## src/rtl/vec_fifo_reader_pkg.sv

```systemverilog
// Shared definitions for the vector FIFO reader.
//   NBits      : width of one data byte lane
//   rd_state_e : reader FSM state encoding
//   cnt_w()    : counter width helper that never returns 0
package vec_fifo_reader_pkg;

  localparam int NBits = 8;

  typedef enum logic {
    IDLE   = 1'b0,
    STREAM = 1'b1
  } rd_state_e;

  function automatic int cnt_w(input int n);
    return (n > 1) ? $clog2(n) : 1;
  endfunction

endpackage

```

## src/rtl/vec_fifo_occ.sv

```systemverilog
// Byte-occupancy tracker for the FIFO in front of the reader.
// Ports:
//   clk_in, rst_in : clock, async active-low reset
//   blk            : FIFO is being reset, refuse writes
//   wr_valid       : writer offers a beat
//   retire         : a whole vector leaves the FIFO this cycle
//   wr_ready       : room for one more writer beat
//   wr_en          : writer beat accepted this cycle
//   occ / occ_nxt  : current and post-update occupancy in bytes
module vec_fifo_occ #(
  parameter int VecElements   = 4,
  parameter int BytesPerWrite = 1,
  parameter int Depth         = 2,
  parameter int OccW          = $clog2(Depth*VecElements+1)
) (
  input  logic            clk_in,
  input  logic            rst_in,
  input  logic            blk,
  input  logic            wr_valid,
  input  logic            retire,
  output logic            wr_ready,
  output logic            wr_en,
  output logic [OccW-1:0] occ,
  output logic [OccW-1:0] occ_nxt
);

  localparam int Cap = Depth * VecElements;

  // Compare in 32 bits so occ + BytesPerWrite cannot wrap.
  assign wr_ready = !blk && ((32'(occ) + 32'(BytesPerWrite)) <= 32'(Cap));
  assign wr_en    = wr_valid && wr_ready;

  // Write and retire may land in the same cycle; both apply.
  assign occ_nxt = occ + (wr_en  ? OccW'(BytesPerWrite) : '0)
                       - (retire ? OccW'(VecElements)   : '0);

  always_ff @(posedge clk_in or negedge rst_in) begin
    if (!rst_in) occ <= '0;
    else         occ <= occ_nxt;
  end

endmodule

```

## src/rtl/vec_fifo_reader.sv

```systemverilog
// Streams each complete vector from an attached FIFO Passes times.
// Each output beat carries BytesPerRead bytes. Non-final passes end with a
// rewind pulse so the FIFO replays the same vector. The last beat of the
// final pass advances past the vector and retires it.
// Optional feature: define VEC_FIFO_RD_STATS_EN to count retired vectors on
// vec_count_out. Without it, vec_count_out is tied to 0.
// Ports:
//   clk_in, rst_in             : clock, async active-low reset
//   wr_valid_in / wr_ready_out : writer handshake (FIFO writes are external)
//   fifo_wr_en_out             : accepted writer beat
//   fifo_rst_out               : active-high FIFO reset (reset + 1 cycle)
//   fifo_rd_en_out             : advance FIFO read pointer by one beat
//   fifo_wrap_rd_out           : rewind FIFO read pointer to vector start
//   fifo_rd_data_in            : combinational FIFO read data
//   m_valid_out/m_ready_in     : output handshake
//   m_data_out                 : output beat
//   m_last_out                 : last beat of a pass
//   m_final_out                : last beat of the final pass
//   vec_count_out              : retired-vector count (stats build only)
module vec_fifo_reader
  import vec_fifo_reader_pkg::*;
#(
  parameter int VecElements   = 4,
  parameter int BytesPerWrite = 1,
  parameter int BytesPerRead  = 2,
  parameter int Depth         = 2,
  parameter int Passes        = 3
) (
  input  logic                                 clk_in,
  input  logic                                 rst_in,
  input  logic                                 wr_valid_in,
  output logic                                 wr_ready_out,
  output logic                                 fifo_wr_en_out,
  output logic                                 fifo_rst_out,
  output logic                                 fifo_rd_en_out,
  output logic                                 fifo_wrap_rd_out,
  input  logic [BytesPerRead-1:0][NBits-1:0]   fifo_rd_data_in,
  output logic                                 m_valid_out,
  input  logic                                 m_ready_in,
  output logic [BytesPerRead-1:0][NBits-1:0]   m_data_out,
  output logic                                 m_last_out,
  output logic                                 m_final_out,
  output logic [15:0]                          vec_count_out
);

  localparam int Beats = VecElements / BytesPerRead;
  localparam int BeatW = cnt_w(Beats);
  localparam int PassW = cnt_w(Passes);
  localparam int OccW  = $clog2(Depth*VecElements+1);

  rd_state_e        state, state_nxt;
  logic [BeatW-1:0] beat_cnt;
  logic [PassW-1:0] pass_cnt;
  logic [OccW-1:0]  occ, occ_nxt;
  logic [1:0]       frst_sr;
  logic             occ_ge_vec, last_beat, final_pass, issue, retire;

  // Two-stage shift register: fifo_rst_out stays high through the first
  // clock edge after release, then drops.
  always_ff @(posedge clk_in or negedge rst_in) begin
    if (!rst_in) frst_sr <= 2'b11;
    else         frst_sr <= {frst_sr[0], 1'b0};
  end
  assign fifo_rst_out = frst_sr[1];

  vec_fifo_occ #(
    .VecElements  (VecElements),
    .BytesPerWrite(BytesPerWrite),
    .Depth        (Depth),
    .OccW         (OccW)
  ) u_occ (
    .clk_in  (clk_in),
    .rst_in  (rst_in),
    .blk     (fifo_rst_out),
    .wr_valid(wr_valid_in),
    .retire  (retire),
    .wr_ready(wr_ready_out),
    .wr_en   (fifo_wr_en_out),
    .occ     (occ),
    .occ_nxt (occ_nxt)
  );

  assign occ_ge_vec = (occ >= OccW'(VecElements));
  assign last_beat  = (beat_cnt == BeatW'(Beats-1));
  assign final_pass = (pass_cnt == PassW'(Passes-1));

  always_ff @(posedge clk_in or negedge rst_in) begin
    if (!rst_in) state <= IDLE;
    else         state <= state_nxt;
  end

  // A beat goes out only for a fully written vector and only when the
  // output register is empty or being drained this cycle.
  always_comb begin
    state_nxt        = state;
    issue            = 1'b0;
    retire           = 1'b0;
    fifo_rd_en_out   = 1'b0;
    fifo_wrap_rd_out = 1'b0;
    case (state)
      IDLE: begin
        if (occ_ge_vec) state_nxt = STREAM;
      end
      STREAM: begin
        issue            = occ_ge_vec && (!m_valid_out || m_ready_in);
        retire           = issue && last_beat && final_pass;
        fifo_wrap_rd_out = issue && last_beat && !final_pass;
        fifo_rd_en_out   = issue && !(last_beat && !final_pass);
        // Stay in STREAM when another full vector is already waiting.
        if (retire && (occ_nxt < OccW'(VecElements))) state_nxt = IDLE;
      end
      default: state_nxt = IDLE;
    endcase
  end

  always_ff @(posedge clk_in or negedge rst_in) begin
    if (!rst_in) begin
      beat_cnt <= '0;
      pass_cnt <= '0;
    end else if (issue) begin
      if (last_beat) begin
        beat_cnt <= '0;
        pass_cnt <= final_pass ? '0 : pass_cnt + PassW'(1);
      end else begin
        beat_cnt <= beat_cnt + BeatW'(1);
      end
    end
  end

  always_ff @(posedge clk_in or negedge rst_in) begin
    if (!rst_in) begin
      m_valid_out <= 1'b0;
      m_data_out  <= '0;
      m_last_out  <= 1'b0;
      m_final_out <= 1'b0;
    end else if (issue) begin
      m_valid_out <= 1'b1;
      m_data_out  <= fifo_rd_data_in;
      m_last_out  <= last_beat;
      m_final_out <= last_beat && final_pass;
    end else if (m_ready_in) begin
      m_valid_out <= 1'b0;
    end
  end

`ifdef VEC_FIFO_RD_STATS_EN
  logic [15:0] vec_cnt;
  always_ff @(posedge clk_in or negedge rst_in) begin
    if (!rst_in)     vec_cnt <= '0;
    else if (retire) vec_cnt <= vec_cnt + 16'd1;
  end
  assign vec_count_out = vec_cnt;
`else
  assign vec_count_out = '0;
`endif

endmodule

```

## config.mk

```make
export PLATFORM = sky130hd
export DESIGN_NAME = vec_fifo_reader
export DESIGN_NICKNAME = d
export VERILOG_FILES = /design/src/rtl/vec_fifo_reader_pkg.sv /design/src/rtl/vec_fifo_occ.sv /design/src/rtl/vec_fifo_reader.sv
export SDC_FILE = /design/constraint.sdc
export NUM_CORES = 1
export LEC_CHECK = 0
export BUFFER_PORTS_ARGS = -buffer_cell sky130_fd_sc_hd__buf_4
export CAP_MARGIN = 0
export CORE_MARGIN = 5
export CORE_UTILIZATION = 49
export DETAILED_ROUTE_END_ITERATION = 6
export PLACE_DENSITY = 0.83
export SKIP_LAST_GASP = 1
export SLEW_MARGIN = 20
export SYNTH_ARGS = -nofsm -noshare
export SYNTH_HDL_FRONTEND = slang
export SYNTH_SLANG_ARGS = --single-unit
```

## constraint.sdc

```tcl
create_clock -name clk_in -period 6.1 [get_ports clk_in]
set_input_delay 0.915 -clock clk_in [delete_from_list [all_inputs] [get_ports clk_in]]
set_output_delay 0.915 -clock clk_in [all_outputs]
set_load 0.005 [all_outputs]
```

==> flow_metrics.py <==
metrics = {
    "finish": {
        "fin_util_pct": 63.1,
        "drive_gt1_share_pct": 50.0,
        "fill_cells": 225,
        "nets": 177,
        "n_antenna_cell": 0,
        "layout.cells.non_filler": 183,
        "multiInputGateArea_sq_um": 527,
        "seqCellArea_sq_um": 728,
        "syn2layout_area_growth_pct": 26.3,
    },
    "synthesis": {
        "syn_inst": 102,
        "synthTopCellsByArea": "dfrtp_1, mux2_2, buf_4",
        "synth_cell_types": 26,
        "synth_area_sq_mm": 0.00134,
        "syn_area_per_cell_sq_um": 13.1,
        "synth_top_area_share_pct": 50.4,
        "ys_seq_elements": 29,
        "ys_warn_count": 0,
        "yosysSeqAreaShare_pct": 54.3,
        "yosysTopAreaCell": "dfrtp_1",
    },
    "critical_path": {
        "arrival_ns": 2.22,
        "crit_fanout": 17,
        "critical_path_class": "in -> out",
        "critPathLaunchType": "primary input",
        "cp.required_ns": 5.18,
        "critPathCaptureType": "output port",
    },
    "clock_tree": {
        "clk_path_buf_depth": 2,
        "cts_hold_buf": 0,
        "h-tree-depth": 2,
        "clock_sinks": 29,
        "post_cts_buffers": 0,
        "clk-insertion-delay-late_ns": 0.32,
        "cts_tree": "yes",
        "cts_root_buf": "clkbuf_4",
        "post_cts_resized": 0,
        "path_clk_slew_ns": 0.09,
        "numCtsBuffers": 5,
    },
    "sta": {
        "post-route-period-util_pct": 51.4,
        "finalHoldViolations": 0,
        "fin_skew_ns": 0.0111,
        "relSlewSlack_pct": 45.0,
        "layout_min_cycle_time_ns": 3.13,
        "clock.fmax_ghz": 0.319,
        "rsz0062_at_grt": "false",
        "setup-violations-final": 0,
        "drv_slew": 0,
        "fin_ws_ns": 2.97,
        "fin_setup_tns_ns": 0,
        "tightest_slew_ns": 0.825,
    },
    "grt": {
        "grt_overflow": 0,
        "first_global_vias": 933,
        "grt_max_degree": 30,
        "grt_use_total_pct": 13.5,
        "antenna_found_initial": 0,
        "grt_pass1_wl_mm": 4.17,
    },
    "floorplanning": {
        "start_util_pct": 49.9,
        "core_area_sq_mm": 0.00269,
        "io_pins": 60,
        "dieArea_sq_mm": 0.00388,
        "die_h_microns": 62.3,
        "row_count": 19,
        "chipWidth_microns": 62.3,
    },
    "place": {
        "place_inst": 175,
        "port_buffers": 43,
        "hpwl_mm": 1.88,
        "gp_congestion": 0.760,
        "post-place-ws_ns": 2.92,
    },
    "routing": {
        "ant_nets": 0,
        "dr.pass1.iters": 4,
        "avgRoutedWirePerCell_microns": 13.6,
        "routed_wl_mm": 2.49,
        "vias_per_cell": 4.76,
        "drc": 0,
        "vias": 871,
        "drtIter0Drc": 30,
    },
    "run": {
        "maxCapViolCount": 0,
    },
    "power": {
        "p_leak_nw": 0.847,
        "p_per_area_mw_per_mm2": 505,
        "finalPower_mw": 0.855,
        "peakVddDrop_mv": 0.323,
    },
    "hold_path": {
        "hp-class": "reg -> reg",
    },
    "status": {
        "status": "finished clean",
    },
}
==> per-layer routing <==
layer	track usage, %	wire length (microns)	up-vias
met5	0	0	-
met4	5.57	35	0
met3	8.11	350	5
met2	20.9	1170	47
met1	14.9	928	418
li1	-	-	401
==> cell usage after synthesis (all sizes together) <==
library cell and number:
nor2 3, and2b 2, a21oi 1, o31a 1, inv 5, xnor2 3
a211oi 1, mux2 18, ha 6, and2 1, buf 17, and3 1
dfstp 2, or3b 1, or4 1, conb 1, or3 1, nand2 3
dfrtp 27, o21ai 3, xor2 1, nand2b 3
==> sequential cells by signal, indices dropped and copies added (netlist names) <==
register	cells
frst_sr	2
pass_cnt	2
u_occ.occ	4
m_data_out	16
beat_cnt	1
m_last_out	1
m_final_out	1
state	1
m_valid_out	1
==> power breakdown <==
part | switching, mW | internal (mW)
logic | 0.157 | 0.232
clock network | 0.0634 | 0.0568
registers | 0.0602 | 0.285
==> per-stage QoR <==
stage          hold WS [ns]  instance area (sq um)
2_1_floorplan         0.345                   1400
3_3_place_gp          0.346                   1640
3_5_place_dp          0.348                   1640
4_1_cts               0.361                   1690
5_1_grt               0.369                   1690
6_report              0.359                   1690
==> area by class of cell <==
cell class | instances | share of cell area, %
sequential | 29 | 43.0
timing repair buffer | 43 | 19.1
inverter | 5 | 1.11
clock buffer | 8 | 3.47
multi-input combinational | 67 | 31.1
tap | 31 | 2.29
==> critical path, stage by stage <==
cell	delay, ns
buf_4	0.08
and2b_4	0.19
nor2_2	0.64
and3_2	0.28
buf_4	0.10
==> placed cells by master (no fill, tap or decap), types with 2 or more instances in the layout <==
master    count
buf_4        43
dfrtp_1      27
mux2_2       18
conb_1       17
ha_1          6
inv_1         5
clkbuf_4      5
xnor2_1       3
nand2_1       3
nor2_1        2
nand2b_1      2
o21ai_0       2
clkbuf_1      2
dfstp_2       2
==> worst paths after layout <==
path,slack [ns],depth (start not counted),from,end
worst max-delay path,2.97,5,m_ready_in,fifo_wrap_rd_out
worst min-delay path,0.36,0,frst_sr[0]$_DFF_PN1_,frst_sr[1]$_DFF_PN1_
max in group asynchronous,5.28,1,rst_in,frst_sr[0]$_DFF_PN1_
worst min register to register,0.36,0,frst_sr[0]$_DFF_PN1_,frst_sr[1]$_DFF_PN1_
min in group asynchronous,0.51,1,rst_in,m_data_out[1]$_DFFE_PN0P_
worst max register to register,3.72,8,pass_cnt[0]$_DFFE_PN0P_,state$_DFF_PN0_
==> logic make-up after synthesis <==
| kind of cell | count (synthesis) | share of synthesized area, % |
|---|---|---|
| other | 1 | 0.280 |
| AOI/OAI and AO/OA | 6 | 2.99 |
| xor gates and xnor gates | 4 | 2.61 |
| DFF | 29 | 54.3 |
| buffers and inverters | 22 | 10.9 |
| muxes | 18 | 15.1 |
| and+or+nand+nor | 16 | 8.21 |
| adders and majority gates | 6 | 5.60 |
Power figures use the tool's default switching activity.
